**src/rtl/apb_names_pkg.sv**
```systemverilog
// rtl/apb_names_pkg.sv - shared APB master FSM states and bus constants
//
// Purpose: FSM state encoding and strobe width shared by apb_cmd_master
//          and its helpers.
// Ports:   none (package)

package apb_names_pkg;

  localparam int APB_STRB_W = 4;

  typedef enum logic [1:0] {
    IDLE   = 2'd0,
    SETUP  = 2'd1,
    ACCESS = 2'd2,
    RESP   = 2'd3
  } apb_state_e;

endpackage

```
**src/rtl/apb_tmo_cnt.sv**
```systemverilog
// rtl/apb_tmo_cnt.sv - ACCESS-phase timeout counter
//
// Purpose: 16-bit counter cleared on entry to ACCESS, advanced on each
//          stalled ACCESS cycle; flags when it sits at TMO-1.
// Ports:   pclk, preset_n - clock, async active-low reset
//          clear          - zero the counter (has priority over count)
//          count          - increment by one
//          expired        - counter value equals TMO-1

module apb_tmo_cnt #(
  parameter int TMO = 64
) (
  input  logic pclk,
  input  logic preset_n,
  input  logic clear,
  input  logic count,
  output logic expired
);

  localparam logic [15:0] TMO_LAST = 16'(TMO - 1);

  logic [15:0] cnt;

  always_ff @(posedge pclk or negedge preset_n) begin
    if (!preset_n) begin
      cnt <= '0;
    end else if (clear) begin
      cnt <= '0;
    end else if (count) begin
      cnt <= cnt + 16'd1;
    end
  end

  assign expired = (cnt == TMO_LAST);

endmodule

```
**src/rtl/apb_cmd_master.sv**
```systemverilog
// rtl/apb_cmd_master.sv - command/response to APB4 master bridge
//
// Purpose: accepts one command at a time, runs a single APB4 transfer
//          (SETUP then ACCESS until pready) and returns a response.
// Ports:   pclk, preset_n            - clock, async active-low reset
//          cmd_valid/cmd_ready       - command handshake
//          cmd_addr/write/wdata/strb/prot - command fields
//          rsp_valid/rsp_ready       - response handshake
//          rsp_rdata/rsp_err/rsp_tmo - response fields
//          psel..pwdata, prdata/pready/pslverr - APB4 master port
// Config:  APB_CMD_MASTER_TIMEOUT_EN - abort ACCESS after TMO stalled cycles

module apb_cmd_master
  import apb_names_pkg::*;
#(
  parameter int ADDR = 32,
  parameter int DATA = 32,
  parameter int TMO  = 64
) (
  input  logic                  pclk,
  input  logic                  preset_n,
  input  logic                  cmd_valid,
  output logic                  cmd_ready,
  input  logic [ADDR-1:0]       cmd_addr,
  input  logic                  cmd_write,
  input  logic [DATA-1:0]       cmd_wdata,
  input  logic [APB_STRB_W-1:0] cmd_strb,
  input  logic [2:0]            cmd_prot,
  output logic                  rsp_valid,
  input  logic                  rsp_ready,
  output logic [DATA-1:0]       rsp_rdata,
  output logic                  rsp_err,
  output logic                  rsp_tmo,
  output logic                  psel,
  output logic                  penable,
  output logic                  pwrite,
  output logic [ADDR-1:0]       paddr,
  output logic [2:0]            pprot,
  output logic [APB_STRB_W-1:0] pstrb,
  output logic [DATA-1:0]       pwdata,
  input  logic [DATA-1:0]       prdata,
  input  logic                  pready,
  input  logic                  pslverr
);

  apb_state_e            state;
  logic [ADDR-1:0]       a_addr;
  logic                  a_write;
  logic [DATA-1:0]       a_wdata;
  logic [APB_STRB_W-1:0] a_strb;
  logic [2:0]            a_prot;
  logic [DATA-1:0]       r_rdata;
  logic                  r_err;
  logic                  busy;

`ifdef APB_CMD_MASTER_TIMEOUT_EN
  logic tmo_expired;
  logic r_tmo;

  apb_tmo_cnt #(
    .TMO(TMO)
  ) u_tmo (
    .pclk    (pclk),
    .preset_n(preset_n),
    .clear   (state == SETUP),
    .count   (state == ACCESS && !pready),
    .expired (tmo_expired)
  );
`endif

  always_ff @(posedge pclk or negedge preset_n) begin
    if (!preset_n) begin
      state   <= IDLE;
      a_addr  <= '0;
      a_write <= 1'b0;
      a_wdata <= '0;
      a_strb  <= '0;
      a_prot  <= '0;
      r_rdata <= '0;
      r_err   <= 1'b0;
`ifdef APB_CMD_MASTER_TIMEOUT_EN
      r_tmo   <= 1'b0;
`endif
    end else begin
      case (state)
        IDLE: begin
          if (cmd_valid) begin
            a_addr  <= cmd_addr;
            a_write <= cmd_write;
            a_wdata <= cmd_wdata;
            // Reads never carry strobes, so zero them at capture time.
            a_strb  <= cmd_write ? cmd_strb : '0;
            a_prot  <= cmd_prot;
            state   <= SETUP;
          end
        end
        SETUP: state <= ACCESS;
        ACCESS: begin
          if (pready) begin
            r_rdata <= a_write ? '0 : prdata;
            r_err   <= pslverr;
`ifdef APB_CMD_MASTER_TIMEOUT_EN
            r_tmo   <= 1'b0;
`endif
            state   <= RESP;
          end
`ifdef APB_CMD_MASTER_TIMEOUT_EN
          // A late pready in the expiring cycle wins over the timeout.
          else if (tmo_expired) begin
            r_rdata <= '0;
            r_err   <= 1'b1;
            r_tmo   <= 1'b1;
            state   <= RESP;
          end
`endif
        end
        RESP: begin
          if (rsp_ready) state <= IDLE;
        end
        default: state <= IDLE;
      endcase
    end
  end

  // APB fields come straight from the captured command while a transfer
  // is live and are held at zero otherwise.
  assign busy      = (state == SETUP) || (state == ACCESS);
  assign psel      = busy;
  assign penable   = (state == ACCESS);
  assign pwrite    = busy & a_write;
  assign paddr     = busy ? a_addr  : '0;
  assign pprot     = busy ? a_prot  : '0;
  assign pstrb     = busy ? a_strb  : '0;
  assign pwdata    = busy ? a_wdata : '0;

  assign cmd_ready = (state == IDLE);
  assign rsp_valid = (state == RESP);
  assign rsp_rdata = r_rdata;
  assign rsp_err   = r_err;
`ifdef APB_CMD_MASTER_TIMEOUT_EN
  assign rsp_tmo   = r_tmo;
`else
  assign rsp_tmo   = 1'b0;
`endif

endmodule

```
**config.mk**
```make
export PLATFORM = sky130hd
export DESIGN_NAME = apb_cmd_master
export DESIGN_NICKNAME = d
export VERILOG_FILES = /design/src/rtl/apb_names_pkg.sv /design/src/rtl/apb_tmo_cnt.sv /design/src/rtl/apb_cmd_master.sv
export SDC_FILE = /design/constraint.sdc
export NUM_CORES = 1
export LEC_CHECK = 0
export BUFFER_PORTS_ARGS = -buffer_cell sky130_fd_sc_hd__buf_2
export CORE_ASPECT_RATIO = 1.25
export CORE_MARGIN = 2
export CORE_UTILIZATION = 42
export CTS_CLUSTER_SIZE = 14
export DETAILED_ROUTE_END_ITERATION = 10
export GPL_TIMING_DRIVEN = 0
export PLACE_DENSITY = 0.77
export SETUP_SLACK_MARGIN = 0.2
export SYNTH_ARGS = -nofsm -noshare
export SYNTH_HDL_FRONTEND = slang
export SYNTH_SLANG_ARGS = --single-unit
```
**constraint.sdc**
```tcl
create_clock -name pclk -period 1.8 [get_ports pclk]
set_clock_uncertainty 0.15 [all_clocks]
set_input_delay 0.45 -clock pclk [delete_from_list [all_inputs] [get_ports pclk]]
set_output_delay 0.45 -clock pclk [all_outputs]
set_load 0.05 [all_outputs]
```
Yosys cells after proc, flatten, opt, wreduce, memory -nomap -nowiden
Cells that the tools add are included.
{ "classes": {"muxes": 10, "n_eq_ne": 6, "n_reduce_logical": 5, "bitwise_logic": 1} }
{ "ops": {"columns": ["op", "n"], "rows": [
  ["32-bit 2-to-1 mux", 3],
  ["4-bit 2-to-1 mux", 2],
  ["2-bit case mux with 4 select lines", 1],
  ["2-bit 2-to-1 mux", 3],
  ["2-bit == test, second input constant", 2],
  ["2-bit by 1-bit != test with 1-bit output, second input constant", 2],
  ["2-bit AND reduction", 2],
  ["3-bit 2-to-1 mux", 1],
  ["3-bit AND reduction", 1],
  ["2-bit by 1-bit == test with 1-bit output, second input constant", 1],
  ["2-bit logical NOT", 1],
  ["2-bit != test, second input constant", 1],
  ["1-bit AND", 1],
  ["1-bit logical OR", 1]
]} }
{ "totals": {"input_bits": 110, "register_bits": 107, "output_inout_bits": 110, "wordCells": 30} }

Longest topological paths before layout
Gate-level depths: netlist of the first run.
{ "logic_depth": {"word_depth": 3, "ltp_mapped": 7, "mapped_depth_nobuf": 5} }

Worst setup path before layout of the first run
Ideal clock, no wire load.
{ "synth_timing": {"path_type": "reg-to-output", "startpoint": "reg state[1]", "endpoint": "out paddr[10]", "required_time_ps": 1200, "t_arrival_ps": 1914, "path_buffers": 2, "setup_slack_ps": -714, "stages_incl_launch_ff": 6, "path_cell_list": "dfrtp_1 inv_1 ha_1 clkbuf_1 clkbuf_1 and2_1"} }
{ "synth_between": {"elab_chain_len": 3, "elab_cells_between_ends": 4, "cone_classes": "eq/ne (2); mux (1); reduce/logical (1)"} }
{ "synth_rtl": {"columns": ["element", "line_no", "rtl"], "rows": [
  ["start: declaration", "apb_cmd_master.sv:46", "apb_state_e state;"],
  ["start signal: assignment", "apb_cmd_master.sv:73", "state <= IDLE;"],
  ["start signal: assignment", "apb_cmd_master.sv:94", "state <= SETUP;"],
  ["start signal: assignment", "apb_cmd_master.sv:97", "SETUP: state <= ACCESS;"],
  ["2-bit by 1-bit == test with 1-bit output or 2-bit == test (tied branches)", "apb_cmd_master.sv:127", "assign busy = (state == SETUP) || (state == ACCESS);"],
  ["1-bit logical OR *", "apb_cmd_master.sv:127", null],
  ["named net psel", "apb_cmd_master.sv:34", "output logic psel,"],
  ["32-bit 2-to-1 mux *", "apb_cmd_master.sv:131", "assign paddr = busy ? a_addr : '0;"],
  ["end: declaration", "apb_cmd_master.sv:37", "output logic [ADDR-1:0] paddr,"]
]} }
The timed path passes the listed nets; every way through them passes the cells marked *.

Worst setup path in the final report of the first run
{ "layout_timing": {"startpoint": "reg state[0]", "endpoint": "reg state[0]"} }
{ "layout_between": {"elab_chain_len": 3, "elab_cells_between_ends": 9, "cone_classes": "eq/ne (6); mux (1); reduce/logical (2)"} }
{ "layout_rtl": {"columns": ["element", "line_no", "rtl"], "rows": [
  ["2-bit == test or 2-bit logical NOT (tied branches)", "apb_cmd_master.sv:85", "case (state)"],
  ["2-bit by 1-bit != test with 1-bit output (no line) or 2-bit != test (tied branches)", null, null],
  ["3-bit AND reduction (no line)", null, null]
]} }
Parallel ways exist; a longest one is shown, timed or not.
A chain may end at the register's enable or synchronous reset.

==> results.json, run 1 <==
{
  "cts_max_level": 3,
  "detail-route-antenna-nets": 0,
  "fin_ws_ps": -519,
  "syn_inst": 398,
  "syn_area_um2": 4660,
  "die_w_um": 98.3,
  "status": "complete, but fails checks",
  "rsz0062_at_grt": "yes",
  "final_common_cell": "buf_2",
  "clk_pin_slew_ps": 70,
  "vias_per_cell": 5.18,
  "grt_pass1_wl_um": 20500,
  "period_needed_ps": 2320,
  "cts_tree": "built",
  "cp.required_ps": 1910,
  "clock_latency_ps": 340,
  "antenna_found_initial": 0,
  "synth.distinct_cells": 16,
  "placed_area_um2": 6120,
  "numPortBuffers": 218,
  "drt_iter0_markers": 142,
  "drv_slew": 0,
  "cts_made_buffers": 9,
  "track_usage_pct": 21.7,
  "start_util_pct": 42.5,
  "cts.sinks": 107,
  "grt_pass1_vias": 4189,
  "yosys_warnings": 0,
  "wirelength_um": 16400,
  "dieArea_um2": 12000,
  "crit_path_start_kind": "flip-flop",
  "seq_area_frac_synth_pct": 57.4,
  "crit_path_end_kind": "flip-flop",
  "slew_headroom_pct": 55.1,
  "synth_seq_cells": 107,
  "crit_type": "flip-flop to flip-flop",
  "min_path_type": "input port to async pin",
  "final_area_um2": 8430,
  "wl_per_cell_um": 20.3,
  "first_pass_iters": 4,
  "nets": 782,
  "antenna_cells_inserted": 0,
  "holdWs_ps": -16.1,
  "setup_violations": 111,
  "grt_start_max_net_pins": 58,
  "cap_violations": 0,
  "gp_congestion": 0.847,
  "core_area_um2": 11000,
  "violations": "hold timing, setup timing",
  "route.detailed.drc": 0,
  "cts-root-buf": "clkbuf_16",
  "final_cell_mix": "buf_2 (134), dfrtp_1 (107), buf_8 (88)",
  "max_slew.worst_pin.slew_ps": 674,
  "ctsHoldBuffers": 0,
  "arrival_ps": 2420,
  "hold_violations": 12,
  "num_rows": 43,
  "fmax_mhz": 431,
  "syn_to_final_growth_pct": 80.7,
  "synth_nets": 511,
  "period_share_pct": 129,
  "clockBufferDepth": 2,
  "worstPathMaxFanout": 4,
  "die_y_um": 122,
  "place_hpwl_um": 8930,
  "vias": 4191,
  "drive_gt1_share_pct": 71.8,
  "ioPinCount": 220,
  "grt.overflow.total": 0,
  "synth.avg_cell_area_um2": 11.7
}
-- through the flow --
stage | setup TNS, ps | instances | hold slack, ps | utilization, % | setup WS, ps
after CTS | -38620 | 790 | 12.2 | 68.4 | -513
after global routing | -51720 | 809 | 38.2 | 76.8 | -575
after detailed placement | -32130 | 752 | 313 | 55.8 | -519
after global placement | -138120 | 751 | 307 | 55.5 | -1040
after floorplan | -19710 | 398 | 4.41 | - | -270
final | -46600 | 809 | -16.1 | 76.8 | -519
-- routing by layer --
metal  GRT usage (%)  vias up  part of all wire, %
met4            7.79        0                  3.2
met5               0        -                    0
li1                -     1843                    -
met3            5.57       50                  7.7
met2            40.2      222                   54
met1            24.2     2076                   35
-- flip-flops by register name, summed over array words and instances, names as in the netlist --
register	cells
a_addr	32
a_prot	3
a_write	1
state	2
a_strb	4
rsp_rdata	32
rsp_err	1
a_wdata	32
-- critical path, stage by stage, from the launching register on --
cell      delay, ps
dfrtp_1         390
inv_2            70
buf_4           140
buf_6           110
buf_6           100
buf_6           100
buf_6           110
ha_4            170
a222oi_1        490
buf_4           200
mux2i_1         200
-- Yosys cell counts --
cell      number  area share (%)
o21ai_0       36             3.9
ha_1           3            0.80
conb_1         1           0.080
inv_1          5            0.40
nand2_1       42             3.4
buf_2          8            0.86
buf_4          4            0.64
a222oi_1       1            0.21
clkbuf_1      15             1.2
mux2_1         1            0.24
nand2b_1      32             4.3
and2_1        72             9.7
dfrtp_1      107              57
mux2_2        69              17
nor2_1         1           0.080
mux2i_1        1            0.21
-- kinds of logic (layout without fill, tap and decap cells) --
kind of cell             count (synthesis)  count (layout)  synth area share, %
AO/OA/AOI/OAI                           37              37                 4.08
adder cells (fa/ha/maj)                  3               3                0.805
buffers and inverters                   32             308                 3.11
flip-flops                             107             107                 57.4
multiplexers                            71              71                 17.1
other                                    1               1               0.0804
AND/OR/NAND/NOR                        147             147                 17.4
-- what timing repair did --
item,CTS,global route
endpoints found under the setup margin,171,162
buffers inserted,15,8
resized for setup,286,216
pin swaps,3,35
cloned,7,11
-- worst paths after layout --
| kind | cells past startpoint | slack (ps) | start | to |
|---|---|---|---|---|
| worst max-delay path | 10 | -520 | state[0]$_DFFE_PN0P_ | state[0]$_DFFE_PN0P_ |
| worst min-delay path | 1 | -20 | preset_n | a_addr[3]$_DFFE_PN0P_ |
| worst max register to register | 10 | -520 | state[0]$_DFFE_PN0P_ | state[0]$_DFFE_PN0P_ |
| worst min register to register | 2 | 330 | a_strb[1]$_DFFE_PN0P_ | a_strb[1]$_DFFE_PN0P_ |
| max in group asynchronous | 2 | 800 | preset_n | a_addr[29]$_DFFE_PN0P_ |
| min in group pclk | 2 | 190 | cmd_prot[2] | a_prot[2]$_DFFE_PN0P_ |
-- cell type report --
class                           count  area, um2
Sequential cell                   107       2680
Fill cell                         632       2550
Timing Repair Buffer              260       2490
Multi-Input combinational cell    259       2370
Buffer                             27        395
Clock buffer                       12        256
Tap cell                          135        169
Clock inverter                      4       56.3
Inverter                            5       18.8
Power of run 1 is not shown: default switching activity piles up to over one toggle a cycle in this logic, so the estimate is an artifact.
==> run 2: changes to the inputs <==
--- a/config.mk
+++ b/config.mk
@@ -12,7 +12,7 @@
 export CTS_CLUSTER_SIZE = 14
 export DETAILED_ROUTE_END_ITERATION = 10
 export GPL_TIMING_DRIVEN = 0
-export PLACE_DENSITY = 0.77
+export PLACE_DENSITY = 0.86
 export SETUP_SLACK_MARGIN = 0.2
 export SYNTH_ARGS = -nofsm -noshare
 export SYNTH_HDL_FRONTEND = slang
==> results.json, run 2 (synthesis results as in run 1) <==
{
  "final_cell_mix": "buf_2 (128), dfrtp_1 (107), buf_8 (82)",
  "fin_ws_ps": -497,
  "first_pass_iters": 4,
  "clock_latency_ps": 340,
  "min_path_type": "input port to async pin",
  "route.detailed.drc": 0,
  "cts.sinks": 107,
  "final_common_cell": "buf_2",
  "cap_violations": 0,
  "worstPathMaxFanout": 6,
  "drt_iter0_markers": 114,
  "period_share_pct": 128,
  "cts_max_level": 3,
  "placedCellCount": 752,
  "cts_made_buffers": 9,
  "start_util_pct": 42.5,
  "gp_congestion": 0.839,
  "wirelength_um": 15500,
  "crit_path_start_kind": "flip-flop",
  "core_area_um2": 11000,
  "rsz0062_at_grt": "yes",
  "pre_cts_ws_ps": -502,
  "final_util_pct": 74.8,
  "cts_tree": "built",
  "max_slew.worst_pin.slew_ps": 702,
  "ioPinCount": 220,
  "nets": 772,
  "antenna_found_initial": 0,
  "violations": "hold timing, setup timing",
  "setup_violations": 77,
  "hold_violations": 3,
  "detail-route-antenna-nets": 0,
  "holdWs_ps": -8.93,
  "dieArea_um2": 12000,
  "ctsHoldBuffers": 0,
  "vias_per_cell": 5.03,
  "crit_path_end_kind": "primary output",
  "crit_type": "flip-flop to primary output",
  "numPortBuffers": 218,
  "clockBufferDepth": 2,
  "period_needed_ps": 2300,
  "grt_pass1_vias": 4122,
  "antenna_cells_inserted": 0,
  "finalNonFillerCells": 799,
  "tns_ps": -33170,
  "slew_headroom_pct": 53.2,
  "arrival_ps": 1700,
  "place_hpwl_um": 8810,
  "grt_start_max_net_pins": 56,
  "fmax_mhz": 435,
  "clk_pin_slew_ps": 70,
  "wl_per_cell_um": 19.4,
  "status": "complete, but fails checks",
  "num_rows": 43,
  "grt_pass1_wl_um": 19400,
  "drive_gt1_share_pct": 69.3,
  "syn_to_final_growth_pct": 76.0,
  "cts-root-buf": "clkbuf_16",
  "die_y_um": 122,
  "vias": 4016,
  "track_usage_pct": 20.5,
  "drv_slew": 0,
  "die_w_um": 98.3,
  "cp.required_ps": 1200,
  "grt.overflow.total": 0
}
-- run 2: cell types whose count changed in the layout (fill, tap and decap cells not counted), moves of 3 or more --
cell      previous run  this run
mux2_4              39        34
nand2_1             18        27
nand2_2             17        13
nand2_4              5         1
buf_4               16        13
clkbuf_4             4        13
o21ai_2             15        10
buf_2              134       128
buf_6               22        15
buf_8               88        82
o21ai_1             20        23
mux2_2              30        35
-- run 2: repair_timing --
item / 4_1_cts / 5_1_grt
gates resized for setup: 228 / 236
buffers inserted: 8 / 7
cloned: 1 / 15
endpoints found under the setup margin: 173 / 165
pin swaps: 3 / 27
-- run 2: final cells by class --
cell class                      count  area [um2]
Fill cell                         659        2770
Sequential cell                   107        2680
Timing Repair Buffer              250        2390
Multi-Input combinational cell    259        2270
Buffer                             27         388
Clock buffer                       10         229
Tap cell                          135         169
Clock inverter                      6        65.1
Inverter                            5        18.8
-- run 2: path summary, 6_finish.rpt --
path / startpoint / endpoint / slack (ps) / cells after the start
max: state[0]$_DFFE_PN0P_ / paddr[9] / -500 / 6
min: preset_n / rsp_rdata[16]$_DFFE_PN0P_ / -9 / 1
max reg2reg: state[0]$_DFFE_PN0P_ / state[1]$_DFFE_PN0P_ / -100 / 6
min reg2reg: rsp_rdata[2]$_DFFE_PN0P_ / rsp_rdata[2]$_DFFE_PN0P_ / 340 / 2
max in group asynchronous: preset_n / a_wdata[30]$_DFFE_PN0P_ / 790 / 2
min in group pclk: cmd_addr[23] / a_addr[23]$_DFFE_PN0P_ / 180 / 2
-- run 2: per-stage QoR --
| stage | hold slack, ps | cell area, um2 |
|---|---|---|
| after floorplan | 4.41 | 4830 |
| after global placement | 308 | 6090 |
| final | -8.93 | 8210 |
| after global routing | 43.2 | 8210 |
| after detailed placement | 316 | 6120 |
| after CTS | 16.6 | 7230 |
-- run 2: routing by layer --
layer	track usage [%]	wire [um]	vias to the layer above
met4	6.42	289	0
li1	-	-	1809
met3	5.57	846	25
met1	23.1	5520	2012
met5	0	0	-
met2	37.7	8830	170
-- run 2: worst max-delay path, stage by stage (launching register included) --
cell       delay [ps]
dfrtp_1           390
inv_2             100
ha_4              230
clkbuf_16         180
clkbuf_16         160
and2_4            160
buf_8             140
Power of run 2 is left out for the same reason.
